<file path="src/rtl/md_pkg.sv">
// Shared definitions for the multiply/divide issue path: op encoding,
// op classification helpers and default MDU latencies.
package md_pkg;

  typedef enum logic [3:0] {
    MD_NONE  = 4'd0,
    MD_MULT  = 4'd1,
    MD_MULTU = 4'd2,
    MD_DIV   = 4'd3,
    MD_DIVU  = 4'd4,
    MD_MFHI  = 4'd5,
    MD_MFLO  = 4'd6,
    MD_MTHI  = 4'd7,
    MD_MTLO  = 4'd8
  } md_op_e;

  typedef enum logic {
    ST_IDLE = 1'b0,
    ST_RUN  = 1'b1
  } md_state_e;

  localparam int LAT_MULT_DEF = 5;
  localparam int LAT_DIV_DEF  = 10;

  // Any op that touches HI/LO and therefore must wait for the MDU.
  function automatic logic is_md_any(input logic [3:0] op);
    return (op != MD_NONE) && (op <= MD_MTLO);
  endfunction

  function automatic logic is_md_start(input logic [3:0] op);
    return (op == MD_MULT) || (op == MD_MULTU) || (op == MD_DIV) || (op == MD_DIVU);
  endfunction

  function automatic logic is_md_div(input logic [3:0] op);
    return (op == MD_DIV) || (op == MD_DIVU);
  endfunction

endpackage

</file>
<file path="src/rtl/md_lat_counter.sv">
// Loadable down-counter; last_o flags the final busy cycle (count == 1).
module md_lat_counter #(
  parameter int CNT_W = 4
) (
  input  logic             clk,
  input  logic             reset,
  input  logic             load_i,
  input  logic [CNT_W-1:0] load_val_i,
  input  logic             dec_i,
  output logic             last_o
);

  logic [CNT_W-1:0] cnt_q, cnt_d;

  always_comb begin
    cnt_d = cnt_q;
    if (load_i) begin
      cnt_d = load_val_i;
    end else if (dec_i && (cnt_q != '0)) begin
      cnt_d = cnt_q - 1'b1;
    end
  end

  always_ff @(posedge clk) begin
    if (reset) begin
      cnt_q <= '0;
    end else begin
      cnt_q <= cnt_d;
    end
  end

  assign last_o = (cnt_q == CNT_W'(1));

endmodule

</file>
<file path="src/rtl/md_issue_ctrl.sv">
// E-stage MD slot, MDU start request, shadow busy tracking with HI/LO
// hazard stall, MDU busy cross-check and stall-cycle performance counter.
module md_issue_ctrl
  import md_pkg::*;
#(
  parameter int LAT_MULT = LAT_MULT_DEF,
  parameter int LAT_DIV  = LAT_DIV_DEF,
  parameter int CNT_W    = 4,
  parameter int PERF_W   = 16
) (
  input  logic              clk,
  input  logic              reset,
  input  logic [3:0]        d_md_op,
  input  logic              d_valid,
  input  logic              e_flush,
  input  logic              mdu_busy,
  output logic [3:0]        e_md_op,
  output logic              e_start,
  output logic              stall_d,
  output logic              shadow_busy,
  output logic              busy_mismatch,
  output logic [PERF_W-1:0] stall_cnt
);

  logic [3:0]        e_md_op_q, e_md_op_d;
  md_state_e         state_q, state_d;
  logic              busy_mismatch_q, busy_mismatch_d;
  logic [PERF_W-1:0] stall_cnt_q, stall_cnt_d;
  logic              cnt_load, cnt_dec, cnt_last;
  logic [CNT_W-1:0]  cnt_load_val;
  logic              run;

  assign run         = (state_q == ST_RUN);
  assign e_md_op     = e_md_op_q;
  assign e_start     = is_md_start(e_md_op_q);
  assign shadow_busy = run;
  assign stall_d     = d_valid & is_md_any(d_md_op) & (e_start | run);

  // Flush and stall both turn the next E slot into a bubble.
  always_comb begin
    e_md_op_d = MD_NONE;
    if (e_flush || stall_d) begin
      e_md_op_d = MD_NONE;
    end else if (d_valid) begin
      e_md_op_d = d_md_op;
    end
  end

  always_comb begin
    state_d      = state_q;
    cnt_load     = 1'b0;
    cnt_dec      = 1'b0;
    cnt_load_val = is_md_div(e_md_op_q) ? CNT_W'(LAT_DIV) : CNT_W'(LAT_MULT);
    case (state_q)
      ST_IDLE: begin
        if (e_start) begin
          state_d  = ST_RUN;
          cnt_load = 1'b1;
        end
      end
      ST_RUN: begin
        cnt_dec = 1'b1;
        if (cnt_last) begin
          state_d = ST_IDLE;
        end
      end
      default: state_d = ST_IDLE;
    endcase
  end

  // A start seen while running can only come from a broken stall path.
  assign busy_mismatch_d = busy_mismatch_q | (mdu_busy != shadow_busy) | (e_start & run);
  assign stall_cnt_d     = (stall_d && (stall_cnt_q != '1)) ? stall_cnt_q + 1'b1 : stall_cnt_q;

  always_ff @(posedge clk) begin
    if (reset) begin
      e_md_op_q       <= MD_NONE;
      state_q         <= ST_IDLE;
      busy_mismatch_q <= 1'b0;
      stall_cnt_q     <= '0;
    end else begin
      e_md_op_q       <= e_md_op_d;
      state_q         <= state_d;
      busy_mismatch_q <= busy_mismatch_d;
      stall_cnt_q     <= stall_cnt_d;
    end
  end

  assign busy_mismatch = busy_mismatch_q;
  assign stall_cnt     = stall_cnt_q;

  md_lat_counter #(
    .CNT_W(CNT_W)
  ) u_shadow_cnt (
    .clk       (clk),
    .reset     (reset),
    .load_i    (cnt_load),
    .load_val_i(cnt_load_val),
    .dec_i     (cnt_dec),
    .last_o    (cnt_last)
  );

endmodule

</file>
<file path="config.mk">
export PLATFORM = sky130hd
export DESIGN_NAME = md_issue_ctrl
export DESIGN_NICKNAME = d
export VERILOG_FILES = /design/src/rtl/md_pkg.sv /design/src/rtl/md_lat_counter.sv /design/src/rtl/md_issue_ctrl.sv
export SDC_FILE = /design/constraint.sdc
export NUM_CORES = 1
export LEC_CHECK = 0
export ABC_AREA = 1
export CORE_UTILIZATION = 45
export CTS_BUF_LIST = sky130_fd_sc_hd__clkbuf_4
export CTS_CLUSTER_SIZE = 16
export DETAILED_ROUTE_END_ITERATION = 6
export PLACE_DENSITY_LB_ADDON = 0.15
export SYNTH_ARGS = -nofsm -noshare
export SYNTH_HDL_FRONTEND = slang
export SYNTH_SLANG_ARGS = --single-unit
</file>
<file path="constraint.sdc">
create_clock -name clk -period 2 [get_ports clk]
set_input_delay 0.5 -clock clk [delete_from_list [all_inputs] [get_ports clk]]
set_output_delay 0.5 -clock clk [all_outputs]
set_load 0.1 [all_outputs]
</file>
==> flow_metrics.tcl, run 1 <==
set metrics [dict create \
    worstSetupPathType "in2out" \
    drtIter0Drc 100 \
    grt_first_pass_wirelength_um 6375 \
    dieHeight_um 61.21 \
    htree_levels 1 \
    diodes 0 \
    dr_total_vias 1605 \
    ys_warn_count 0 \
    synth_flop_cell "dfxtp_1" \
    regArea_sq_um 551.8 \
    p_switching_mw 0.3419 \
    die_x_um 61.21 \
    relSlewSlack_pct 76.49 \
    synth_cell_types 26 \
    finalSetupTns_ns 0 \
    wl_per_cell_um 11.74 \
    cts_made_buffers 3 \
    end_kind "output pin" \
    power_density_nw_per_um2 456.6 \
    layout_commonest_cell "nand2_1" \
    hold_violations 0 \
    async_flop_share_pct 0 \
    tightest_slew_ns 0.3513 \
    setup_viol 0 \
    grt_overflow 0 \
    hold_class "reg2reg" \
    final_cell_mix "nand2_1 (57), nand3_1 (33), nor2_1 (26), inv_1 (21), buf_12 (21)" \
    combPwrFrac_pct 24.8 \
    min_period_over_period_pct 97.88 \
    switching_share_pct 32.17 \
    peakVddDrop_mv 0.2408 \
    syn_nets 247 \
    avgSynthCellArea_sq_um 6.714 \
    rsz0062_at_grt "yes" \
    layout-drive-gt1-share_pct 32.49 \
    outcome "finished, final reports clean" \
    p_int_mw 0.7207 \
    fmax_mhz 510.8 \
    finClkSkew_ns 0.002679 \
    grtUsageTotal_pct 22.90 \
    drtAntennaViolNets 0 \
    vias_per_cell 4.969 \
    fin_util_pct 69.74 \
    cts_sinks 26 \
    cts-root-buf "clkbuf_4" \
    start_util_pct 47.28 \
    max_cap_violations 0 \
    startpoint_type "input port" \
    required_ns 1.50 \
    numPortBuffers 32 \
    ys_ff_latch 26 \
    hold_buffers 0 \
    wl_um 3791 \
    power_leakage_nw 0.9028 \
    path_clk_slew_ns 0.14 \
    grt_max_degree 18 \
    drv_slew 0 \
    cts_buffer_depth 2 \
    hold_slack_ns 0.4979 \
    dr.pass1.iters 4 \
    core.rowCount 21 \
    gp_congestion 0.8647 \
    pwr-share-clk_pct 23.3 \
    grt_pass1_vias 1507 \
    nets 290 \
    coreArea_sq_um 3337 \
    clock_latency_ns 0.32 \
    stdcell_area_sq_um 2327 \
    fin_crit_ns 1.958 \
    fillerInstances 285 \
    synth_cells 235 \
    dp_hpwl_um 2718 \
    ys_seq_area_share_pct 32.99 \
    remaining_drc_errors 0 \
    antenna_found_initial 0 \
    path_max_fanout 3 \
    die-area_sq_um 3747 \
    cts_tree "yes" \
    multi_input_area_sq_um 977.2 \
    area_growth_pct 47.50 \
    synth_edf_count 0 \
    syn-cell-area_sq_um 1578 \
    arrival_ns 1.46 \
    ios 33 \
    pwr-share-seq_pct 51.9 \
    dpl_cell_area_sq_um 2227 \
]
power groups by stage:
stage | clock network [mW] | logic, mW | registers (mW)
final | 0.247 | 0.264 | 0.551
after global routing | 0.284 | 0.291 | 0.554
after CTS | 0.258 | 0.259 | 0.551
after detailed placement | 0 | 0.252 | 0.562
after global placement | 0 | 0.250 | 0.561
after floorplan | 0 | 0.130 | 0.609
registers in the layout, indices dropped and copies added, names as in the netlist:
| signal | flops |
|---|---|
| shadow_busy | 1 |
| e_md_op | 4 |
| stall_cnt | 16 |
| busy_mismatch | 1 |
| u_shadow_cnt.cnt_q | 4 |
area by class of cell:
| class | instances | share of cell area, % |
|---|---|---|
| multi-input cells | 178 | 41.99 |
| repair buffers | 45 | 26.67 |
| flip-flops and latches | 26 | 23.71 |
| inverters | 24 | 3.871 |
| well taps | 46 | 2.473 |
| clock buffers | 4 | 1.290 |
worst max-delay path, cell delays in order:
cell             delay (ns)
clkdlybuf4s15_1        0.20
nor2_2                 0.14
nand2_1                0.06
nand2_1                0.07
nand3_2                0.09
nor2_4                 0.19
buf_12                 0.20
per-stage QoR:
| stage | setup WS (ns) | instances | total power, mW |
|---|---|---|---|
| 6_report | 0.04238 | 323 | 1.063 |
| 3_3_place_gp | -0.2018 | 315 | 0.8117 |
| 2_1_floorplan | -0.02213 | 235 | 0.7386 |
| 4_1_cts | 0.002895 | 322 | 1.068 |
| 3_5_place_dp | -0.2005 | 315 | 0.8141 |
| 5_1_grt | -0.01990 | 323 | 1.130 |
kinds of logic after synthesis:
group	share of synthesized area, %
AO/OA/AOI/OAI	10.47
XOR/XNOR	4.441
adder cells (fa/ha/maj)	2.379
buffers and inverters	8.484
flip-flops	32.99
AND/OR/NAND/NOR	41.24
Yosys cell counts (2+ instances only):
| library cell | instances | area, sq um |
|---|---|---|
| a21oi_1 | 11 | 55.05 |
| a21oi_2 | 10 | 87.58 |
| buf_2 | 2 | 10.01 |
| buf_4 | 2 | 15.01 |
| dfxtp_1 | 26 | 520.5 |
| ha_1 | 3 | 37.54 |
| inv_1 | 23 | 86.33 |
| nand2_1 | 60 | 225.2 |
| nand2_2 | 3 | 18.77 |
| nand3_1 | 35 | 175.2 |
| nand4_1 | 6 | 37.54 |
| nor2_1 | 29 | 108.9 |
| nor2_2 | 3 | 18.77 |
| nor2_4 | 2 | 22.52 |
| o21ai_0 | 3 | 15.01 |
| xnor2_1 | 3 | 26.28 |
| xor2_1 | 5 | 43.79 |
path summary, 6_finish.rpt:
| check | end | startpoint | cells after the start | slack, ns |
|---|---|---|---|---|
| setup reg to reg | stall_cnt[9] | stall_cnt[0] | 7 | 0.39 |
| hold reg to reg | u_shadow_cnt.cnt_q[1] | u_shadow_cnt.cnt_q[1] | 2 | 0.50 |
| setup / recovery | stall_d | d_md_op[1] | 7 | 0.04 |
| hold / removal | u_shadow_cnt.cnt_q[1] | u_shadow_cnt.cnt_q[1] | 2 | 0.50 |
timing repair:
| action | in CTS | in global routing |
|---|---|---|
| hold endpoints to repair | 0 | 0 |
| gates resized for setup | 13 | 7 |
| endpoints found under the setup margin | 1 | 1 |
| setup buffers | 3 | 1 |
| pin swaps | 8 | 7 |
per-layer routing:
metal  up-vias  GRT usage [%]  share of wire [%]
met5         -              0                  0
met4         0          9.740                1.2
met3         4          2.521                2.7
met2        32          41.77                 51
met1       727          27.03                 45
li1        842              -                  -
No activity file was read; power rests on OpenSTA's default activity.
==> run 2: changes to the inputs <==
Settings changed: CTS_CLUSTER_SIZE 16 to 10.
==> results of run 2 <==
No change in the layout: final DEF, timing and power equal those of run 1.
